**src/rtl/nx_fifo_wr_arb.sv**
```systemverilog
// Round-robin arbiter sharing one FIFO write port among NREQ valid/ready requesters.
// A grant is held until the owner's last beat or MAX_BURST beats; each beat carries its owner tag.
module nx_fifo_wr_arb #(
   parameter  int NREQ      = 4,
   parameter  int WIDTH     = 128,
   parameter  int MAX_BURST = 4,
   localparam int IDW       = (NREQ > 1) ? $clog2(NREQ) : 1
) (
   input  logic                    clk,
   input  logic                    rst,
   input  logic [NREQ-1:0]         req_valid,
   input  logic [NREQ-1:0]         req_last,
   input  logic [NREQ*WIDTH-1:0]   req_data,
   output logic [NREQ-1:0]         req_ready,
   input  logic                    fifo_full,
   output logic                    fifo_wen,
   output logic [WIDTH-1:0]        fifo_wdata,
   output logic [IDW-1:0]          fifo_wtag,
   output logic                    fifo_wlast,
   output logic [IDW-1:0]          owner,
   output logic                    busy
);

   localparam int              CNTW     = (MAX_BURST > 1) ? $clog2(MAX_BURST) : 1;
   localparam logic [CNTW-1:0] CAP_LAST = (MAX_BURST > 0) ? CNTW'(MAX_BURST - 1) : '0;
   localparam logic            HAS_CAP  = (MAX_BURST != 0);
   localparam logic [IDW-1:0]  LAST_ID  = IDW'(NREQ - 1);

   typedef enum logic {
      ST_IDLE,
      ST_LOCK
   } state_t;

   state_t           state_q, state_d;
   logic [IDW-1:0]   rr_ptr_q, rr_ptr_d;
   logic [IDW-1:0]   owner_q, owner_d;
   logic [CNTW-1:0]  beat_cnt_q, beat_cnt_d;

   logic [WIDTH-1:0] data_arr [NREQ];
   logic             pick_found;
   logic [IDW-1:0]   pick_idx;
   logic [IDW-1:0]   cand_id;
   int               cand;
   logic             lock;
   logic             accept;
   logic             cap_hit;
   logic             release_grant;

   for (genvar i = 0; i < NREQ; i++) begin : g_split
      assign data_arr[i] = req_data[i*WIDTH +: WIDTH];
   end

   // Cyclic search for the first valid requester at or above rr_ptr.
   always_comb begin
      pick_found = 1'b0;
      pick_idx   = '0;
      cand       = 0;
      cand_id    = '0;
      for (int k = 0; k < NREQ; k++) begin
         cand    = (int'(rr_ptr_q) + k) % NREQ;
         cand_id = IDW'(cand);
         if (!pick_found && req_valid[cand_id]) begin
            pick_found = 1'b1;
            pick_idx   = cand_id;
         end
      end
   end

   assign lock          = (state_q == ST_LOCK);
   assign accept        = lock & ~rst & req_valid[owner_q] & ~fifo_full;
   assign cap_hit       = HAS_CAP && (beat_cnt_q == CAP_LAST);
   assign release_grant = accept & (req_last[owner_q] | cap_hit);

   always_comb begin
      state_d    = state_q;
      rr_ptr_d   = rr_ptr_q;
      owner_d    = owner_q;
      beat_cnt_d = beat_cnt_q;
      case (state_q)
         ST_IDLE: begin
            if (pick_found) begin
               owner_d    = pick_idx;
               beat_cnt_d = '0;
               state_d    = ST_LOCK;
            end
         end
         ST_LOCK: begin
            if (accept) begin
               beat_cnt_d = beat_cnt_q + CNTW'(1);
            end
            if (release_grant) begin
               // The releasing requester drops to lowest priority.
               rr_ptr_d = (owner_q == LAST_ID) ? '0 : owner_q + IDW'(1);
               state_d  = ST_IDLE;
            end
         end
         default: state_d = ST_IDLE;
      endcase
   end

   always_ff @(posedge clk) begin
      if (rst) begin
         state_q    <= ST_IDLE;
         rr_ptr_q   <= '0;
         owner_q    <= '0;
         beat_cnt_q <= '0;
      end else begin
         state_q    <= state_d;
         rr_ptr_q   <= rr_ptr_d;
         owner_q    <= owner_d;
         beat_cnt_q <= beat_cnt_d;
      end
   end

   always_comb begin
      req_ready = '0;
      if (accept) begin
         req_ready[owner_q] = 1'b1;
      end
   end

   assign fifo_wen   = accept;
   assign fifo_wdata = lock ? data_arr[owner_q] : '0;
   assign fifo_wtag  = lock ? owner_q : '0;
   assign fifo_wlast = lock & req_last[owner_q];
   assign owner      = owner_q;
   assign busy       = lock;

endmodule

```
**config.mk**
```make
export PLATFORM = sky130hd
export DESIGN_NAME = nx_fifo_wr_arb
export DESIGN_NICKNAME = d
export VERILOG_FILES = /design/src/rtl/nx_fifo_wr_arb.sv
export SDC_FILE = /design/constraint.sdc
export NUM_CORES = 1
export LEC_CHECK = 0
export CAP_MARGIN = 10
export CORE_AREA = 2 2 256 258
export DETAILED_ROUTE_END_ITERATION = 12
export DIE_AREA = 0 0 258 260
export GPL_ROUTABILITY_DRIVEN = 1
export GPL_TIMING_DRIVEN = 0
export SYNTH_ARGS = -nofsm -noshare
export SYNTH_HDL_FRONTEND = slang
export SYNTH_SLANG_ARGS = --single-unit
```
**constraint.sdc**
```tcl
create_clock -name clk -period 2.9 [get_ports clk]
set_clock_uncertainty 0.1 [all_clocks]
set_input_delay 0.58 -clock clk [delete_from_list [all_inputs] [get_ports clk]]
set_output_delay 0.58 -clock clk [all_outputs]
set_load 0.005 [all_outputs]
```
==> metrics, run 1 <==
Syn Inst Count between 300 and 400; total CTS buffers 3; layout cell share with drive strength beyond 1 24.2%; clk_lat worst skew about 0.23 ns; Final Setup Violations 0; Worst R2R Path Depth 7; FMAX between 300 and 400 MHz; Area contributors post-synth mux4_2, and2_1, dfxtp_1; Storage cell area about 150 um2; Hold Path Cell Cnt 2; max-cap violation count 0; Startpoint Class flop; hold buffer count at cts 0; crit path DAT approximately 2.2 ns; min Tclk post-route ~2.8 ns; Final period util between 90% and 100%; via count of the routed design between 6,000 and 7,000; WHS Endpoint beat_cnt_q[1]; maximum vdd drop roughly 0.20 mV; Filler cells ~7,000; logic gate share of total power around 86%; global route total overflow 0; core area ~0.064 mm2; GRT Total Usage between 10% and 20%; Worst Setup End Kind output pin; Routed WL 45,400 um; CTS Sinks 7; clock share of power 10.0%; Seq/Total Area, Yosys between 3 and 4%; placed cell count 1,880; RSZ-0062 raised after global routing true; Die Y between 200 and 300 um; Crit path buffers/inverters 6; HP Start beat_cnt_q[1]; first-pass GRT wire length just under 60,000 um; Worst R2R End rr_ptr_q[1]; Yosys top cell area share around 66%; WP data required 2.22 ns; worst-path maximum fanout 5; final-stage net count between 1,500 and 2,000; cell chosen for the clock root clkbuf_16; CP peak stage delay 0.57 ns; H-tree Lvls 1; DRT iter0 DRCs about 240; synthesis-stage register bit count 7; crit-path leading delay family buffers and inverters; initial antenna violation count 26; commonest cells after routing, fill and taps aside clkdlybuf4s50_1, mux4_2, and2_1; DRT antenna net count 0; largest net degree at the start of global routing 11; Final Hold Vio Count 0; FF-to-FF setup slack between 0.6 and 0.7 ns; post-DR wirelength/cell about 23 um; Initial Util between 6 and 7%; Final Core Density 20.6%; Worst-path clk slew around 0.040 ns; critical path's slowest cell mux4_2; biggest area consumer among synthesized cells mux4_2; Detail Placement HPWL between 30,000 and 40,000 um; Multi-input gate area a little over 0.004 mm2; Post-synth ARST share 0%; Placer Congestion just over 0.9; Sw Pwr 0.000682 W; cell leakage power 4.91 nW; vias in the first global route between 7,000 and 8,000; Sw Share ~29%; TritonCTS clock tree built; post-synth net total just under 900; R2R Path Start owner[0]; sequential share of power approximately 4.4%; Post-synth EDFFs 0; Chip Width about 260 um; crit path cell chain buf_12, buf_16, buf_12, buf_4, buf_4, mux4_2, and2_4, clkdlybuf4s15_1; Syn Area/Cell about 12 um2; Hold Crit Class reg2reg; Worst slew margin approximately 62%; Vias/cell 3.45; DR DRC count 0; Buffers on Ports 660; Slew @ Worst Pin around 0.57 ns; IO Count between 600 and 700; Clock Tree Buf Depth 2; Cell Int Power about 0.0017 W; Final Slew Violations 0; drt pass-1 iters 4; commonest non-fill, non-tap cell in the layout clkdlybuf4s50_1; TNS Setup 0 ns; die area between 0.06 and 0.07 mm2; status complete, no violations; non-filler cells, final between 1,500 and 2,000; Synth Flop Type dfxtp_1; CP Class reg2out; pwr/cell area around 180 mW/mm2; std cell rows 93; Synth Cell Area ~0.0044 mm2; Syn. warnings 0; Synth cell types 27; Synth-to-Final Area Change 200%
## worst max path at each step
| stage | depth (start not counted) | start | end | slack [ns] |
|---|---|---|---|---|
| global route | 5 | owner[0] | fifo_wdata[101] | -0.03 |
| global placement | 6 | owner[1] | fifo_wdata[71] | -2.21 |
| CTS | 7 | owner[0] | fifo_wdata[44] | -0.09 |
| floorplan | 5 | owner[0] | fifo_wdata[0] | 0.53 |
| finish | 8 | owner[0] | fifo_wdata[3] | 0.06 |
| detailed placement | 6 | owner[1] | fifo_wdata[4] | -1.31 |
## sequential cells by signal, indices dropped and copies added, names as in the netlist
name	flops
beat_cnt_q	2
owner	2
rr_ptr_q	2
busy	1
## cell type report
class | count | area share (%)
repair buffers | 717 | 55.0
multi-input cells | 303 | 30.8
well taps | 855 | 8.09
plain buffers | 47 | 4.04
flip-flops and latches | 7 | 1.12
clock buffers | 4 | 0.596
diodes | 12 | 0.227
inverters | 5 | 0.142
## cell families after synthesis
family | after synthesis | synth area share [%]
mux | 132 | 67.0
buf+inv | 53 | 5.28
fa+ha+maj | 5 | 1.42
compound gates | 12 | 1.62
flops | 7 | 3.18
simple gates | 154 | 21.5
## power by group through the flow
stage | Clock (W) | Sequential [W] | Combinational, W
after global routing | 0.000245 | 0.000105 | 0.00214
after global placement | 0 | 0.000107 | 0.00185
after detailed placement | 0 | 0.000107 | 0.00186
final | 0.000236 | 0.000105 | 0.00202
after floorplan | 0 | 0.000105 | 0.000600
after CTS | 0.000237 | 0.000105 | 0.00203
## worst min-delay path: stages (launching register included)
cell and delay (ns):
dfxtp_1 0.31, nand3b_1 0.08, a21oi_1 0.07
## synth_stat cells, types with 2 or more instances
| cell | count |
|---|---|
| dfxtp_1 | 7 |
| buf_6 | 2 |
| nand2_1 | 5 |
| clkbuf_1 | 30 |
| and2_1 | 135 |
| nand2b_1 | 2 |
| buf_2 | 15 |
| inv_1 | 5 |
| ha_1 | 5 |
| mux4_2 | 130 |
| nor3b_1 | 2 |
| nor2_1 | 3 |
| a21oi_1 | 8 |
## routing by layer
metal	GRT usage [%]	wire length [um]	up-vias	part of all wire (%)
met3	3.17	3690	67	8.1
met5	0	53	-	0.12
met1	14.5	17200	3241	38
met2	23.4	22800	481	50
li1	-	-	2921	-
met4	4.29	1610	8	3.5
## per-stage QoR
| stage | cell area [um2] | total power (W) | hold WS [ns] | worst slack, ns |
|---|---|---|---|---|
| floorplan | 4410 | 0.000705 | 0.361 | 0.525 |
| global placement | 12100 | 0.00195 | 0.394 | -2.21 |
| detailed placement | 12100 | 0.00197 | 0.406 | -1.31 |
| CTS | 13100 | 0.00237 | 0.412 | -0.0893 |
| finish | 13200 | 0.00236 | 0.417 | 0.0593 |
| global route | 13200 | 0.00249 | 0.442 | -0.0301 |
## repair_timing
action	4_1_cts	5_1_grt
hold endpoints to repair	0	0
pin swaps	5	2
setup buffers	32	15
endpoints found under the setup margin	137	66
gates cloned	9	0
resized for setup	259	38
No activity file was read; power rests on OpenSTA's default activity.
==> inputs of run 2 (changes only) <==
--- a/config.mk
+++ b/config.mk
@@ -6,9 +6,10 @@
 export NUM_CORES = 1
 export LEC_CHECK = 0
 export CAP_MARGIN = 10
-export CORE_AREA = 2 2 256 258
+export CORE_AREA = 2 2 257 259
 export DETAILED_ROUTE_END_ITERATION = 12
-export DIE_AREA = 0 0 258 260
+export DIE_AREA = 0 0 259 261
+export DONT_BUFFER_PORTS = 1
 export GPL_ROUTABILITY_DRIVEN = 1
 export GPL_TIMING_DRIVEN = 0
 export SYNTH_ARGS = -nofsm -noshare
==> run 2 against run 1 <==
  * Setup slack got worse by 0.045 ns
  * Combinational power is 59% lower
  * Sequential cell count is the same
  * Sequential share of layout area up 1.3 points
  * Design area down 56%
  * Cell count fell by 35%
  * Wire length barely moved
  * Clock power increased by 2%
  * Non-clock buffer count is 716 lower
  * Total power is 50% lower
  * Maximum frequency fell by 1.6%
  * Critical endpoint is now fifo_wdata[51]
==> metrics, run 2 (synthesized netlist as in run 1, its figures left out) <==
status complete, no violations; non-filler cells, final 1,264 (-35%); H-tree Lvls 1 (unchanged); cell leakage power 1.48 nW (-70%); commonest cells after routing, fill and taps aside and2_1, mux4_2, clkbuf_1; Worst Setup End Kind output pin; Final Slew Violations 0 (unchanged); total CTS buffers 3 (unchanged); CTS Sinks 7 (unchanged); cell chosen for the clock root clkbuf_16; GRT Total Usage 12.6% (-0.24 points); Slew @ Worst Pin 0.612 ns (+0.0416 ns); Final period util 99.5% (+1.5 points); pwr/cell area 203 mW/mm2 (+14%); hold buffer count at cts 0 (unchanged); largest net degree at the start of global routing 11 (unchanged); met3 usage 5.53% (+2.4 points); min Tclk post-route 2.89 ns (+0.0448 ns); maximum vdd drop 0.134 mV (-32%); drt pass-1 iters 4 (unchanged); post-DR wirelength/cell 35.9 um (+54%); TritonCTS clock tree built; Vias/cell 3.47 (+0.65%); Worst-path clk slew 0.04 ns (about the same); Hold Crit Class reg2reg; via count of the routed design 4,383 (-35%); Final Hold Vio Count 0 (unchanged); Placement Setup Slack -0.926 ns (+0.384 ns); clk_lat worst skew 0.24 ns (about the same); initial antenna violation count 81 (+210%); placed cell count 1,227 (-35%); first-pass GRT wire length 53,800 um (-9.7%); critical path's slowest cell dfxtp_1; IO Count 662 (unchanged); Final Core Density 8.87% (-12 points); max-cap violation count 0 (unchanged); met2 Resource Use GR 21.1% (-2.3 points); die area 0.0676 mm2 (+0.77%); worst-path maximum fanout 10 (+5); worst setup slack after layout 0.0145 ns (-0.0448 ns); Placer Congestion 1.01 (+11%); layout cell share with drive strength beyond 1 46.3% (+22 points); Final Setup Violations 0 (unchanged); Crit path buffers/inverters 3 (-3); commonest non-fill, non-tap cell in the layout and2_1; design area 0.00577 mm2 (-56%); Routed WL 45,400 um (about the same); std cell rows 94 (+1.1%); DR DRC count 0 (unchanged); Chip Width 259 um (+0.39%); FMAX 347 MHz (-1.6%); Worst slew margin 59.2% (-2.8 points); WHS 0.420 ns (+0.00275 ns); vias in the first global route 4,568 (-40%); Die Y 261 um (+0.38%); Detail Placement HPWL 42,000 um (+6.9%); Startpoint Class flop; Synth-to-Final Area Change 30.9%; busiest layer in global routing met2; crit path cell chain buf_4, clkbuf_16, clkbuf_2, mux4_2, and2_1; dpl cell area 0.00549 mm2 (-55%); final-stage net count 896 (-44%); RSZ-0062 raised after global routing true; Clock Tree Buf Depth 2 (unchanged); global route total overflow 0 (unchanged); crit path DAT 2.21 ns (+0.05 ns); crit-path leading delay family buffers and inverters; Buffers on Ports 0 (-100%); core area 0.0650 mm2 (+1.4%); CP Class reg2out; Setup Buffers After CTS 0 (-100%); Initial Util 6.78% (-0.098 points); WP data required 2.22 ns (about the same); DRT antenna net count 0 (unchanged); Global Route met1 Usage 13.5% (-1.0 points); CP peak stage delay 0.48 ns (-0.09 ns); DRT iter0 DRCs 313 (+31%)
==> run 2: cell types whose count changed in the layout (fill, tap and decap cells not counted), moves of 9 or more <==
| cell | change |
|---|---|
| and2_1 | +17 |
| and2_4 | -17 |
| buf_12 | -21 |
| buf_4 | -26 |
| clkbuf_2 | -9 |
| clkdlybuf4s15_1 | -21 |
| clkdlybuf4s50_1 | -551 |
| diode_2 | +21 |
| dlygate4sd2_1 | -67 |
| dlymetal6s2s_1 | -10 |
==> run 2: worst paths after layout <==
kind	start	to	slack [ns]	cells after the start
worst min-delay path	beat_cnt_q[1]	beat_cnt_q[1]	0.42	2
worst max-delay path	owner[1]	fifo_wdata[51]	0.01	5
worst min register to register	beat_cnt_q[1]	beat_cnt_q[1]	0.42	2
worst max register to register	owner[0]	rr_ptr_q[1]	0.73	5
==> run 2: timing repair <==
action / 4_1_cts / 5_1_grt
endpoints found under the hold margin: 0 / 0
endpoints found under the setup margin: 109 / 18
gates resized for setup: 39 / 8
cloned: 0 / 0
==> run 2: final cells by class <==
type | count | area (um2)
inverter | 5 | 18.8
tap | 864 | 1080
sequential | 7 | 141
fill | 7600 | 59300
clock buffer | 4 | 78.8
multi-input combinational | 303 | 4040
antenna | 33 | 82.6
buffer | 48 | 334
==> run 2: through the flow <==
stage                     setup TNS, ns  total power [W]
after floorplan                       0         0.000705
after global placement           -99.33         0.000919
after detailed placement         -42.34         0.000927
after CTS                             0          0.00119
after global routing            -0.0468          0.00125
final                                 0          0.00117
==> run 2: per-layer routing <==
layer  vias up  routed length [um]
met2       610               20800
met5         -                 242
met1      2049               15700
li1       1518                   -
met4        38                2810
met3       168                5830
==> run 2: worst register-to-register path: cells and delay by family (launching register included) <==
kind,cells,cell delay (ns)
buf+inv,1,0.20
compound gates,1,0.39
simple gates,1,0.05
flops,1,0.41
mux,2,0.89
==> run 2: power breakdown <==
part           switching (W)  internal, W
Combinational       0.000401     0.000426
Sequential        0.00000573     0.000101
Clock              0.0000565     0.000183
Total               0.000463     0.000710
